`src/rtl/apb_bridge_mslv_if.sv`:
```
// Bus bundle for apb_bridge_mslv: system-side request/response port plus the
// APB master signals toward the slave cluster.
interface apb_bridge_mslv_if #(
  parameter int ADDR_W  = 8,
  parameter int DATA_W  = 8,
  parameter int NUM_SLV = 4
);
  logic                      req_valid;
  logic                      req_ready;
  logic                      req_write;
  logic [ADDR_W-1:0]         req_addr;
  logic [DATA_W-1:0]         req_wdata;
  logic                      rsp_valid;
  logic [DATA_W-1:0]         rsp_rdata;
  logic                      rsp_err;
  logic [NUM_SLV-1:0]        psel;
  logic                      penable;
  logic                      pwrite;
  logic [ADDR_W-1:0]         paddr;
  logic [DATA_W-1:0]         pwdata;
  logic [NUM_SLV*DATA_W-1:0] prdata;
  logic [NUM_SLV-1:0]        pready;
  logic [NUM_SLV-1:0]        pslverr;

  // Bridge view: system-bus slave, APB master.
  modport slave (
    input  req_valid, req_write, req_addr, req_wdata, prdata, pready, pslverr,
    output req_ready, rsp_valid, rsp_rdata, rsp_err,
           psel, penable, pwrite, paddr, pwdata
  );

  // Environment view: system requester and APB slave cluster.
  modport master (
    output req_valid, req_write, req_addr, req_wdata, prdata, pready, pslverr,
    input  req_ready, rsp_valid, rsp_rdata, rsp_err,
           psel, penable, pwrite, paddr, pwdata
  );
endinterface

```
`src/rtl/apb_bridge_mslv.sv`:
```
// Single-outstanding valid/ready to APB master bridge with address-based slave
// decode, wait states, slave error reporting and a wait-state timeout.
module apb_bridge_mslv #(
  parameter int ADDR_W  = 8,
  parameter int DATA_W  = 8,
  parameter int NUM_SLV = 4,
  parameter int TIMEOUT = 15
) (
  input logic              clk,
  input logic              rst,
  apb_bridge_mslv_if.slave bus
);
  localparam int SEL_W = (NUM_SLV > 1) ? $clog2(NUM_SLV) : 1;
  localparam int CNT_W = (TIMEOUT > 0) ? $clog2(TIMEOUT + 1) : 1;

  localparam logic [SEL_W:0]     NUM_SLV_V = (SEL_W + 1)'(NUM_SLV);
  localparam logic [CNT_W-1:0]   TO_VAL    = CNT_W'(TIMEOUT);
  localparam logic [NUM_SLV-1:0] SEL_ONE   = NUM_SLV'(1);

  typedef enum logic [1:0] {IDLE, SETUP, ACCESS, RESP} state_t;

  state_t              state_q, state_d;
  logic [NUM_SLV-1:0]  psel_q, psel_d;
  logic                penable_q, penable_d;
  logic                pwrite_q, pwrite_d;
  logic [ADDR_W-1:0]   paddr_q, paddr_d;
  logic [DATA_W-1:0]   pwdata_q, pwdata_d;
  logic                rsp_valid_q, rsp_valid_d;
  logic                rsp_err_q, rsp_err_d;
  logic [DATA_W-1:0]   rsp_rdata_q, rsp_rdata_d;
  logic [CNT_W-1:0]    wait_cnt_q, wait_cnt_d;
  logic [SEL_W-1:0]    idx_q, idx_d;

  logic                req_ready;
  logic [SEL_W-1:0]    req_idx;
  logic [DATA_W-1:0]   prdata_arr [NUM_SLV];

  for (genvar i = 0; i < NUM_SLV; i++) begin : g_rd
    assign prdata_arr[i] = bus.prdata[i*DATA_W +: DATA_W];
  end

  assign req_ready = (state_q == IDLE) && !rst;
  assign req_idx   = bus.req_addr[ADDR_W-1 -: SEL_W];

  always_comb begin
    state_d     = state_q;
    psel_d      = psel_q;
    penable_d   = penable_q;
    pwrite_d    = pwrite_q;
    paddr_d     = paddr_q;
    pwdata_d    = pwdata_q;
    wait_cnt_d  = wait_cnt_q;
    idx_d       = idx_q;
    rsp_valid_d = 1'b0;
    rsp_err_d   = 1'b0;
    rsp_rdata_d = '0;

    unique case (state_q)
      IDLE: begin
        if (bus.req_valid) begin
          paddr_d  = bus.req_addr;
          pwdata_d = bus.req_wdata;
          pwrite_d = bus.req_write;
          idx_d    = req_idx;
          if ({1'b0, req_idx} < NUM_SLV_V) begin
            state_d    = SETUP;
            psel_d     = SEL_ONE << req_idx;
            penable_d  = 1'b0;
            wait_cnt_d = '0;
          end else begin
            // Unmapped slave: answer with an error and never touch the APB.
            state_d     = RESP;
            rsp_valid_d = 1'b1;
            rsp_err_d   = 1'b1;
          end
        end
      end

      SETUP: begin
        state_d   = ACCESS;
        penable_d = 1'b1;
      end

      ACCESS: begin
        if (bus.pready[idx_q]) begin
          state_d     = RESP;
          psel_d      = '0;
          penable_d   = 1'b0;
          rsp_valid_d = 1'b1;
          rsp_err_d   = bus.pslverr[idx_q];
          rsp_rdata_d = (!pwrite_q && !bus.pslverr[idx_q]) ? prdata_arr[idx_q] : '0;
        end else if ((TIMEOUT > 0) && (wait_cnt_q == TO_VAL)) begin
          // pready has a priority over the timeout in the last allowed cycle.
          state_d     = RESP;
          psel_d      = '0;
          penable_d   = 1'b0;
          rsp_valid_d = 1'b1;
          rsp_err_d   = 1'b1;
        end else begin
          wait_cnt_d = wait_cnt_q + 1'b1;
        end
      end

      RESP: begin
        state_d = IDLE;
      end

      default: state_d = IDLE;
    endcase
  end

  always_ff @(posedge clk or posedge rst) begin
    if (rst) begin
      state_q     <= IDLE;
      psel_q      <= '0;
      penable_q   <= 1'b0;
      pwrite_q    <= 1'b0;
      paddr_q     <= '0;
      pwdata_q    <= '0;
      rsp_valid_q <= 1'b0;
      rsp_err_q   <= 1'b0;
      rsp_rdata_q <= '0;
      wait_cnt_q  <= '0;
      idx_q       <= '0;
    end else begin
      state_q     <= state_d;
      psel_q      <= psel_d;
      penable_q   <= penable_d;
      pwrite_q    <= pwrite_d;
      paddr_q     <= paddr_d;
      pwdata_q    <= pwdata_d;
      rsp_valid_q <= rsp_valid_d;
      rsp_err_q   <= rsp_err_d;
      rsp_rdata_q <= rsp_rdata_d;
      wait_cnt_q  <= wait_cnt_d;
      idx_q       <= idx_d;
    end
  end

  assign bus.req_ready = req_ready;
  assign bus.rsp_valid = rsp_valid_q;
  assign bus.rsp_err   = rsp_err_q;
  assign bus.rsp_rdata = rsp_rdata_q;
  assign bus.psel      = psel_q;
  assign bus.penable   = penable_q;
  assign bus.pwrite    = pwrite_q;
  assign bus.paddr     = paddr_q;
  assign bus.pwdata    = pwdata_q;
endmodule

```
`src/flat_wrapper.sv`:
```
// flat-port wrapper written by rule: the top's interface ports become plain ports
module apb_bridge_mslv_flat 
#(
  parameter int ADDR_W  = 8,
  parameter int DATA_W  = 8,
  parameter int NUM_SLV = 4,
  parameter int TIMEOUT = 15
)
  (clk, rst, bus_req_valid, bus_req_write, bus_req_addr, bus_req_wdata, bus_prdata, bus_pready, bus_pslverr, bus_req_ready, bus_rsp_valid, bus_rsp_rdata, bus_rsp_err, bus_psel, bus_penable, bus_pwrite, bus_paddr, bus_pwdata);
  apb_bridge_mslv_if #(.ADDR_W(ADDR_W), .DATA_W(DATA_W), .NUM_SLV(NUM_SLV)) bus_i ();
  input logic clk;
  input logic rst;
  input wire logic [$bits(bus_i.req_valid)-1:0] bus_req_valid;
  input wire logic [$bits(bus_i.req_write)-1:0] bus_req_write;
  input wire logic [$bits(bus_i.req_addr)-1:0] bus_req_addr;
  input wire logic [$bits(bus_i.req_wdata)-1:0] bus_req_wdata;
  input wire logic [$bits(bus_i.prdata)-1:0] bus_prdata;
  input wire logic [$bits(bus_i.pready)-1:0] bus_pready;
  input wire logic [$bits(bus_i.pslverr)-1:0] bus_pslverr;
  output wire logic [$bits(bus_i.req_ready)-1:0] bus_req_ready;
  output wire logic [$bits(bus_i.rsp_valid)-1:0] bus_rsp_valid;
  output wire logic [$bits(bus_i.rsp_rdata)-1:0] bus_rsp_rdata;
  output wire logic [$bits(bus_i.rsp_err)-1:0] bus_rsp_err;
  output wire logic [$bits(bus_i.psel)-1:0] bus_psel;
  output wire logic [$bits(bus_i.penable)-1:0] bus_penable;
  output wire logic [$bits(bus_i.pwrite)-1:0] bus_pwrite;
  output wire logic [$bits(bus_i.paddr)-1:0] bus_paddr;
  output wire logic [$bits(bus_i.pwdata)-1:0] bus_pwdata;
  assign bus_i.req_valid = bus_req_valid;
  assign bus_i.req_write = bus_req_write;
  assign bus_i.req_addr = bus_req_addr;
  assign bus_i.req_wdata = bus_req_wdata;
  assign bus_i.prdata = bus_prdata;
  assign bus_i.pready = bus_pready;
  assign bus_i.pslverr = bus_pslverr;
  assign bus_req_ready = bus_i.req_ready;
  assign bus_rsp_valid = bus_i.rsp_valid;
  assign bus_rsp_rdata = bus_i.rsp_rdata;
  assign bus_rsp_err = bus_i.rsp_err;
  assign bus_psel = bus_i.psel;
  assign bus_penable = bus_i.penable;
  assign bus_pwrite = bus_i.pwrite;
  assign bus_paddr = bus_i.paddr;
  assign bus_pwdata = bus_i.pwdata;
  apb_bridge_mslv #(.ADDR_W(ADDR_W), .DATA_W(DATA_W), .NUM_SLV(NUM_SLV), .TIMEOUT(TIMEOUT)) u_core (.clk(clk), .rst(rst), .bus(bus_i));
endmodule
```
`config.mk`:
```
export PLATFORM = sky130hd
export DESIGN_NAME = apb_bridge_mslv_flat
export DESIGN_NICKNAME = d
export VERILOG_FILES = /design/src/rtl/apb_bridge_mslv_if.sv /design/src/rtl/apb_bridge_mslv.sv /design/src/flat_wrapper.sv
export SDC_FILE = /design/constraint.sdc
export NUM_CORES = 1
export LEC_CHECK = 0
export ABC_AREA = 1
export BUFFER_PORTS_ARGS = -buffer_cell sky130_fd_sc_hd__buf_4
export CELL_PAD_IN_SITES_DETAIL_PLACEMENT = 1
export CELL_PAD_IN_SITES_GLOBAL_PLACEMENT = 1
export CORE_MARGIN = 2
export CORE_UTILIZATION = 33
export CTS_BUF_LIST = sky130_fd_sc_hd__clkbuf_8 sky130_fd_sc_hd__clkbuf_16
export CTS_CLUSTER_SIZE = 10
export DETAILED_ROUTE_END_ITERATION = 8
export GPL_ROUTABILITY_DRIVEN = 0
export PLACE_DENSITY_LB_ADDON = 0.1
export SLEW_MARGIN = 20
export SYNTH_ARGS = -nofsm -noshare
export SYNTH_HDL_FRONTEND = slang
export SYNTH_SLANG_ARGS = --single-unit
```
`constraint.sdc`:
```
create_clock -name clk -period 1.9 [get_ports clk]
set_input_delay 0.19 -clock clk [delete_from_list [all_inputs] [get_ports clk]]
set_output_delay 0.19 -clock clk [all_outputs]
set_load 0.1 [all_outputs]
```
==> results of run 1 <==
-- cell families (layout without fill, tap and decap cells) --
| logic type | after synthesis | after routing |
|---|---|---|
| DFF | 38 | 38 |
| buffers and inverters | 24 | 122 |
| and+or+nand+nor | 101 | 101 |
| AOI/OAI and AO/OA | 34 | 34 |
| adders and majority gates | 6 | 6 |
| muxes | 15 | 15 |
-- state kept, by name, indices dropped and copies added, names as in the netlist, 2 cells and up --
| name | flops |
|---|---|
| u_core.bus.pwdata | 8 |
| u_core.wait_cnt_q | 4 |
| u_core.bus.rsp_rdata | 8 |
| u_core.bus.paddr | 7 |
| u_core.bus.psel | 4 |
| u_core.state_q | 2 |
-- how the worst max path moves through the flow --
stage | from | endpoint | slack [ns] | cells past startpoint
floorplan | u_core.idx_q[0] | u_core.bus.psel[0] | 0.04 | 9
global placement | u_core.state_q[1] | u_core.bus.paddr[5] | 0.38 | 5
detailed placement | u_core.state_q[0] | u_core.wait_cnt_q[0] | 0.31 | 7
CTS | u_core.state_q[1] | bus_req_ready | 0.19 | 5
global route | u_core.state_q[0] | bus_req_ready | 0.13 | 5
finish | u_core.state_q[0] | bus_req_ready | 0.23 | 5
-- through the flow --
step	setup WS, ns	util [%]	hold slack, ns	area [um^2]
6_report	0.231	49.0	0.0190	2870
4_1_cts	0.195	49.0	0.0352	2870
2_1_floorplan	0.0391	-	0.340	1970
3_3_place_gp	0.380	46.7	0.359	2730
3_5_place_dp	0.309	46.7	0.362	2730
5_1_grt	0.129	49.0	0.0674	2870
-- layer usage --
layer / up-vias / wire length, um / global-route usage, %
li1: 908 / - / -
met3: 6 / 279 / 4.56
met2: 47 / 2640 / 29.8
met4: 0 / 46 / 4.07
met1: 884 / 2510 / 23.5
met5: - / 0 / 0
-- cell type report --
type	instances	area share, %
clock buffer	5	2.40
sequential	38	33.1
clock inverter	3	2.40
inverter	15	1.96
tap	75	3.27
multi-input combinational	156	30.9
timing repair buffer	99	25.9
-- worst register-to-register path: cells and delay by family, from the launching register on --
kind	cells	cell delay [ns]
buffers and inverters	2	0.22
adder cells (fa/ha/maj)	1	0.18
AND/OR/NAND/NOR	3	0.35
flip-flops	1	0.42
AO/OA/AOI/OAI	1	0.31
-- Yosys cell counts --
cell type and n:
sky130_fd_sc_hd__nor3_1 1, sky130_fd_sc_hd__mux2_2 15, sky130_fd_sc_hd__nor2_1 36, sky130_fd_sc_hd__buf_6 3, sky130_fd_sc_hd__buf_4 3, sky130_fd_sc_hd__o21ai_2 1, sky130_fd_sc_hd__nand2_1 40, sky130_fd_sc_hd__nand3_2 2
sky130_fd_sc_hd__inv_2 2, sky130_fd_sc_hd__nand2_2 2, sky130_fd_sc_hd__inv_1 13, sky130_fd_sc_hd__nand2_4 2, sky130_fd_sc_hd__dfrtp_1 38, sky130_fd_sc_hd__nand4_1 4, sky130_fd_sc_hd__buf_2 3, sky130_fd_sc_hd__o21ai_1 6
sky130_fd_sc_hd__o21ai_0 19, sky130_fd_sc_hd__ha_1 6, sky130_fd_sc_hd__nand3_1 12, sky130_fd_sc_hd__o22ai_1 8, sky130_fd_sc_hd__nor2_8 1, sky130_fd_sc_hd__or2_2 1
==> summary.txt, run 1 <==
Sum of net half-perimeters after detailed placement - 4250 um
Fin. max-slew vios - 0
Worst max-slew margin expressed relative to the limit - 67.1%
Cell seen most often among critical-path stages - sky130_fd_sc_hd__inv_1
DRC violation total after the first TritonRoute iteration - 63
Post-synthesis share of cell area spent on xor and xnor gates - 0%
CTS tree - yes
Clock Path Buffers - 2
Global router's overall resource usage - 17.9%
Die W - 81.1 um
Number of instances in the synthesized netlist - 218
Total overflow reported by the global router - 0
Via count of the first global-routing pass - 1891
Number of hold violations in the final report - 0
Kind of start point of the critical path - flop
Worst endpoint required time - 1.71 ns
Global-route wire length before repair - 8980 um
Mux cell area share after synthesis - 8.60%
Outcome - complete, no violations
Worst reg-to-reg setup slack - 0.31 ns
Critical Path Slowest Stage Cell - sky130_fd_sc_hd__dfrtp_1
Sort of element at the end of the critical path - primary output
Setup_tns - 0 ns
Worst r2r src - u_core.state_q[0]
Worst setup path class - flop to primary output
Insertion delay to the later sink of the worst-skew pair - 0.29 ns
Worst path top cell family by delay - buffers and inverters
Dominant combinational cell family by area after synthesis - simple AND/OR/NAND/NOR gates
Capturing point of the worst reg2reg path - u_core.wait_cnt_q[1]
Post-synthesis instance area - 1960 um^2
Simple-gate share of the synthesized area - 23.3%
Synth warnings - 0
Max-capacitance violation count - 0
Starting density of the core - 33.6%
Post-synthesis share of cell area spent on full adders, half adders and majority gates - 3.82%
First-pass DRT Iterations - 4
Vias per cell - 4.72
Die area - 6580 um^2
Die boundary height - 81.1 um
Number of buffer and inverter stages on the critical path - 3
# placed instances - 383
Leading post-synthesis cells by cell area - sky130_fd_sc_hd__dfrtp_1 (48%), sky130_fd_sc_hd__mux2_2 (8.6%), sky130_fd_sc_hd__nand2_1 (7.6%)
Number of buffers added for setup after CTS - 0
Fill cell total of the finished layout - 718
Share of the clock period used by the worst path after layout - 87.9%
Average wire per cell in the routed design - 14.0 um
Via count - 1845
Finished Layout Cells - 391
Cell variety after synth - 22
Port Buffer Count - 92
Peak clock frequency supported by timing - 0.599 GHz
Final setup fails - 0
RSZ-0062 raised after global routing - false
Cell type with the highest aggregate area in the netlist - sky130_fd_sc_hd__dfrtp_1
Number of I/O pins - 93
Clock root buffer - sky130_fd_sc_hd__clkbuf_8
Crit-path max cell delay - 0.42 ns
H-tree level count - 2
Count of hold-fix buffers inserted at cts - 0
Number of cells traversed by the worst register-to-register path - 7
Arrival time of data at the critical path endpoint - 1.48 ns
Number of synthesized register bits - 38
Maximum fanout count along the critical path - 4
Compound-gate portion of the synthesized area - 9.37%
Antenna violations before repair - 0
Layout Nets - 381
Pin count of the biggest net entering global routing - 39
Sequential cell area - 951 um^2
Number of gates resized after cts - 0
Tightest Pin Transition - 0.493 ns
Max Clock Skew - 0.00251 ns
Fraction of the yosys area taken by sequential cells - 48.4%
Post-detailed-route count of antenna-violating nets - 0
Cells along the critical path - inv_1 > ha_1 > inv_1 > nor2_2 > buf_4
Final critical delay including setup and external delays - 1.67 ns
Multi-input gate area in the final layout - 887 um^2
Proportion of layout cells with a drive suffix above 1 - 42.4%
Path type of the worst min-delay path - input port to asynchronous set/reset pin
Top library cells by usage in the layout, fill and taps aside - sky130_fd_sc_hd__buf_4 (99), sky130_fd_sc_hd__nand2_1 (40), sky130_fd_sc_hd__dfrtp_1 (38), sky130_fd_sc_hd__nor2_1 (35), sky130_fd_sc_hd__o21ai_0 (19)
Clock-pin slew on the worst setup and hold paths - 0.08 ns
Wire length reported by the detailed router - 5480 um
Total CTS buffers - 5
Net count after synthesis - 284
Drt drc - 0
TritonCTS sink count - 38
Synthesized area per cell - 9.01 um^2
Placeable core region - 5850 um^2
Post-synth top area share - 48.4%
Ant diodes - 0
Most common library cell in the layout ignoring fill and taps - sky130_fd_sc_hd__buf_4
Relative area change from synthesis to final layout - 46.1%
Std cell rows - 28
Power of run 1 is not shown: default switching activity piles up to over one toggle a cycle in this logic, so the estimate is an artifact.
==> run 2, diff against run 1 <==
--- a/config.mk
+++ b/config.mk
@@ -6,16 +6,17 @@
 export NUM_CORES = 1
 export LEC_CHECK = 0
 export ABC_AREA = 1
-export BUFFER_PORTS_ARGS = -buffer_cell sky130_fd_sc_hd__buf_4
+export BUFFER_PORTS_ARGS = -buffer_cell sky130_fd_sc_hd__buf_2
 export CELL_PAD_IN_SITES_DETAIL_PLACEMENT = 1
 export CELL_PAD_IN_SITES_GLOBAL_PLACEMENT = 1
 export CORE_MARGIN = 2
 export CORE_UTILIZATION = 33
 export CTS_BUF_LIST = sky130_fd_sc_hd__clkbuf_8 sky130_fd_sc_hd__clkbuf_16
+export CTS_CLUSTER_DIAMETER = 40
 export CTS_CLUSTER_SIZE = 10
 export DETAILED_ROUTE_END_ITERATION = 8
 export GPL_ROUTABILITY_DRIVEN = 0
-export PLACE_DENSITY_LB_ADDON = 0.1
+export PLACE_DENSITY = 0.84
 export SLEW_MARGIN = 20
 export SYNTH_ARGS = -nofsm -noshare
 export SYNTH_HDL_FRONTEND = slang
==> run 2 against run 1 <==
Utilization fell by 4.5 points. Clock skew up 0.0025 ns. Routed wire length shrank 3.0%. Global-route usage shrank 0.56 points. Worst hold slack better by 0.11 ns. Critical path depth is the same. Cell area decreased by 9.2%. Sequential cell count unchanged. Maximum frequency down 3.7%.
==> summary.txt, run 2 (synthesis results as in run 1) <==
Outcome - complete, no violations (unchanged)
Worst hold endpoint - u_core.bus.paddr[3]
Fin. max-slew vios - 0 (unchanged)
Peak clock frequency supported by timing - 0.577 GHz (was 0.599 GHz)
Setup_tns - 0 ns (unchanged)
First-pass DRT Iterations - 4 (unchanged)
Smallest hold slack - 0.133 ns (was 0.0190 ns)
Arrival time of data at the critical path endpoint - 1.54 ns (was 1.48 ns)
Share of the clock period used by the worst path after layout - 91.2% (was 87.9%)
Average wire per cell in the routed design - 13.6 um (was 14.0 um)
DRC violation total after the first TritonRoute iteration - 45 (was 63)
Insertion delay to the later sink of the worst-skew pair - 0.29 ns (about the same)
Worst endpoint required time - 1.71 ns (about the same)
Global-route wire length before repair - 8830 um (was 8980 um)
Wire length reported by the detailed router - 5320 um (was 5480 um)
Number of I/O pins - 93 (unchanged)
Number of hold violations in the final report - 0 (unchanged)
Die W - 81.1 um (unchanged)
Die boundary height - 81.1 um (unchanged)
Cells along the critical path - inv_1 > ha_1 > inv_1 > nor2_2 > clkbuf_4 (was inv_1 > ha_1 > inv_1 > nor2_2 > buf_4)
Post-Route Utilization - 44.5% (was 49.0%)
Relative area change from synthesis to final layout - 32.6% (was 46.1%)
Worst min-delay path startpoint - bus_req_addr[3]
Port Buffer Count - 92 (unchanged)
Number of buffers added for setup after CTS - 0 (unchanged)
Sort of element at the end of the critical path - primary output (unchanged)
Path type of the worst min-delay path - input port to flop (was input port to asynchronous set/reset pin)
Clock root buffer - sky130_fd_sc_hd__clkbuf_8 (unchanged)
Pin count of the biggest net entering global routing - 20 (was 39)
Capturing point of the worst reg2reg path - u_core.wait_cnt_q[1] (unchanged)
Total overflow reported by the global router - 0 (unchanged)
H-tree level count - 2 (unchanged)
Worst setup path class - flop to primary output (unchanged)
TritonCTS sink count - 38 (unchanged)
Number of cells traversed by the worst register-to-register path - 7 (unchanged)
Std cell rows - 28 (unchanged)
Most common library cell in the layout ignoring fill and taps - sky130_fd_sc_hd__buf_2 (was sky130_fd_sc_hd__buf_4)
Maximum fanout count along the critical path - 4 (unchanged)
CTS tree - yes (unchanged)
Critical Path Slowest Stage Cell - sky130_fd_sc_hd__dfrtp_1 (unchanged)
Post-detailed-route count of antenna-violating nets - 0 (unchanged)
Final critical delay including setup and external delays - 1.73 ns (was 1.67 ns)
Clock Path Buffers - 2 (unchanged)
Antenna violations before repair - 0 (unchanged)
Drt drc - 0 (unchanged)
Tightest Pin Transition - 0.532 ns (was 0.493 ns)
Max Clock Skew - 0.00499 ns (was 0.00251 ns)
Crit-path max cell delay - 0.42 ns (about the same)
Ant diodes - 0 (unchanged)
RSZ-0062 raised after global routing - false (unchanged)
Worst r2r src - u_core.state_q[0] (unchanged)
Final setup fails - 0 (unchanged)
Starting density of the core - 33.6% (unchanged)
Cell seen most often among critical-path stages - sky130_fd_sc_hd__inv_1 (unchanged)
Via count of the first global-routing pass - 1970 (was 1891)
Max-capacitance violation count - 0 (unchanged)
Placement Cell Area - 2510 um^2 (was 2730 um^2)
Worst reg-to-reg setup slack - 0.29 ns (was 0.31 ns)
Global router's overall resource usage - 17.4% (was 17.9%)
Sum of net half-perimeters after detailed placement - 4290 um (was 4250 um)
Kind of start point of the critical path - flop (unchanged)
Hold depth - 2
Total CTS buffers - 5 (unchanged)
Vias per cell - 4.77 (was 4.72)
Proportion of layout cells with a drive suffix above 1 - 42.1% (was 42.4%)
Number of buffer and inverter stages on the critical path - 3 (unchanged)
Worst max-slew margin expressed relative to the limit - 64.3% (was 67.1%)
Clock-pin slew on the worst setup and hold paths - 0.07 ns (was 0.08 ns)
Layout Nets - 383 (was 381)
Die area - 6580 um^2 (unchanged)
Via count - 1864 (was 1845)
Worst path top cell family by delay - buffers and inverters (unchanged)
Placeable core region - 5850 um^2 (unchanged)
Top library cells by usage in the layout, fill and taps aside - sky130_fd_sc_hd__buf_2 (91), sky130_fd_sc_hd__nand2_1 (40), sky130_fd_sc_hd__dfrtp_1 (38), sky130_fd_sc_hd__nor2_1 (35), sky130_fd_sc_hd__o21ai_0 (19) (was sky130_fd_sc_hd__buf_4 (99), sky130_fd_sc_hd__nand2_1 (40), sky130_fd_sc_hd__dfrtp_1 (38), sky130_fd_sc_hd__nor2_1 (35), sky130_fd_sc_hd__o21ai_0 (19))
Cell area after layout - 2600 um^2 (was 2870 um^2)
[run 2: worst max-delay path by stage]
stage                      start                    to  cells after the start
6_report       u_core.state_q[1]         bus_req_ready                      5
5_1_grt        u_core.state_q[1]         bus_req_ready                      5
4_1_cts        u_core.state_q[1]         bus_req_ready                      5
3_5_place_dp   u_core.state_q[0]  u_core.wait_cnt_q[1]                      7
3_3_place_gp   u_core.state_q[1]  u_core.bus.pwdata[2]                      5
2_1_floorplan    u_core.idx_q[0]    u_core.bus.psel[0]                      9
[run 2: cell type report]
| cell class | count | area, um^2 |
|---|---|---|
| clock buffers | 6 | 82.6 |
| inverters | 15 | 56.3 |
| flip-flops and latches | 38 | 951 |
| repair buffers | 101 | 533 |
| fillers | 729 | 3250 |
| well taps | 75 | 93.8 |
| multi-input cells | 156 | 887 |
[run 2: repair_timing]
item | CTS | global route
resized for setup | 0 | 1
endpoints found under the setup margin | 0 | 1
hold buffers | 1 | 0
hold endpoints to repair | 13 | 0
[run 2: through the flow]
| step | worst slack (ns) | cells |
|---|---|---|
| 6_report | 0.167 | 391 |
| 5_1_grt | 0.0860 | 391 |
| 4_1_cts | 0.0438 | 391 |
| 3_5_place_dp | 0.303 | 384 |
| 3_3_place_gp | 0.362 | 384 |
| 2_1_floorplan | 0.0391 | 218 |
[run 2: per-layer routing]
metal  wire length (um)  global-route usage [%]  vias up
li1                   -                       -      908
met1               2160                    18.5      901
met2               2850                    34.0       51
met3                275                    3.89        4
met4                 36                    4.58        0
met5                  0                       0        -
Power of run 2 is left out for the same reason.
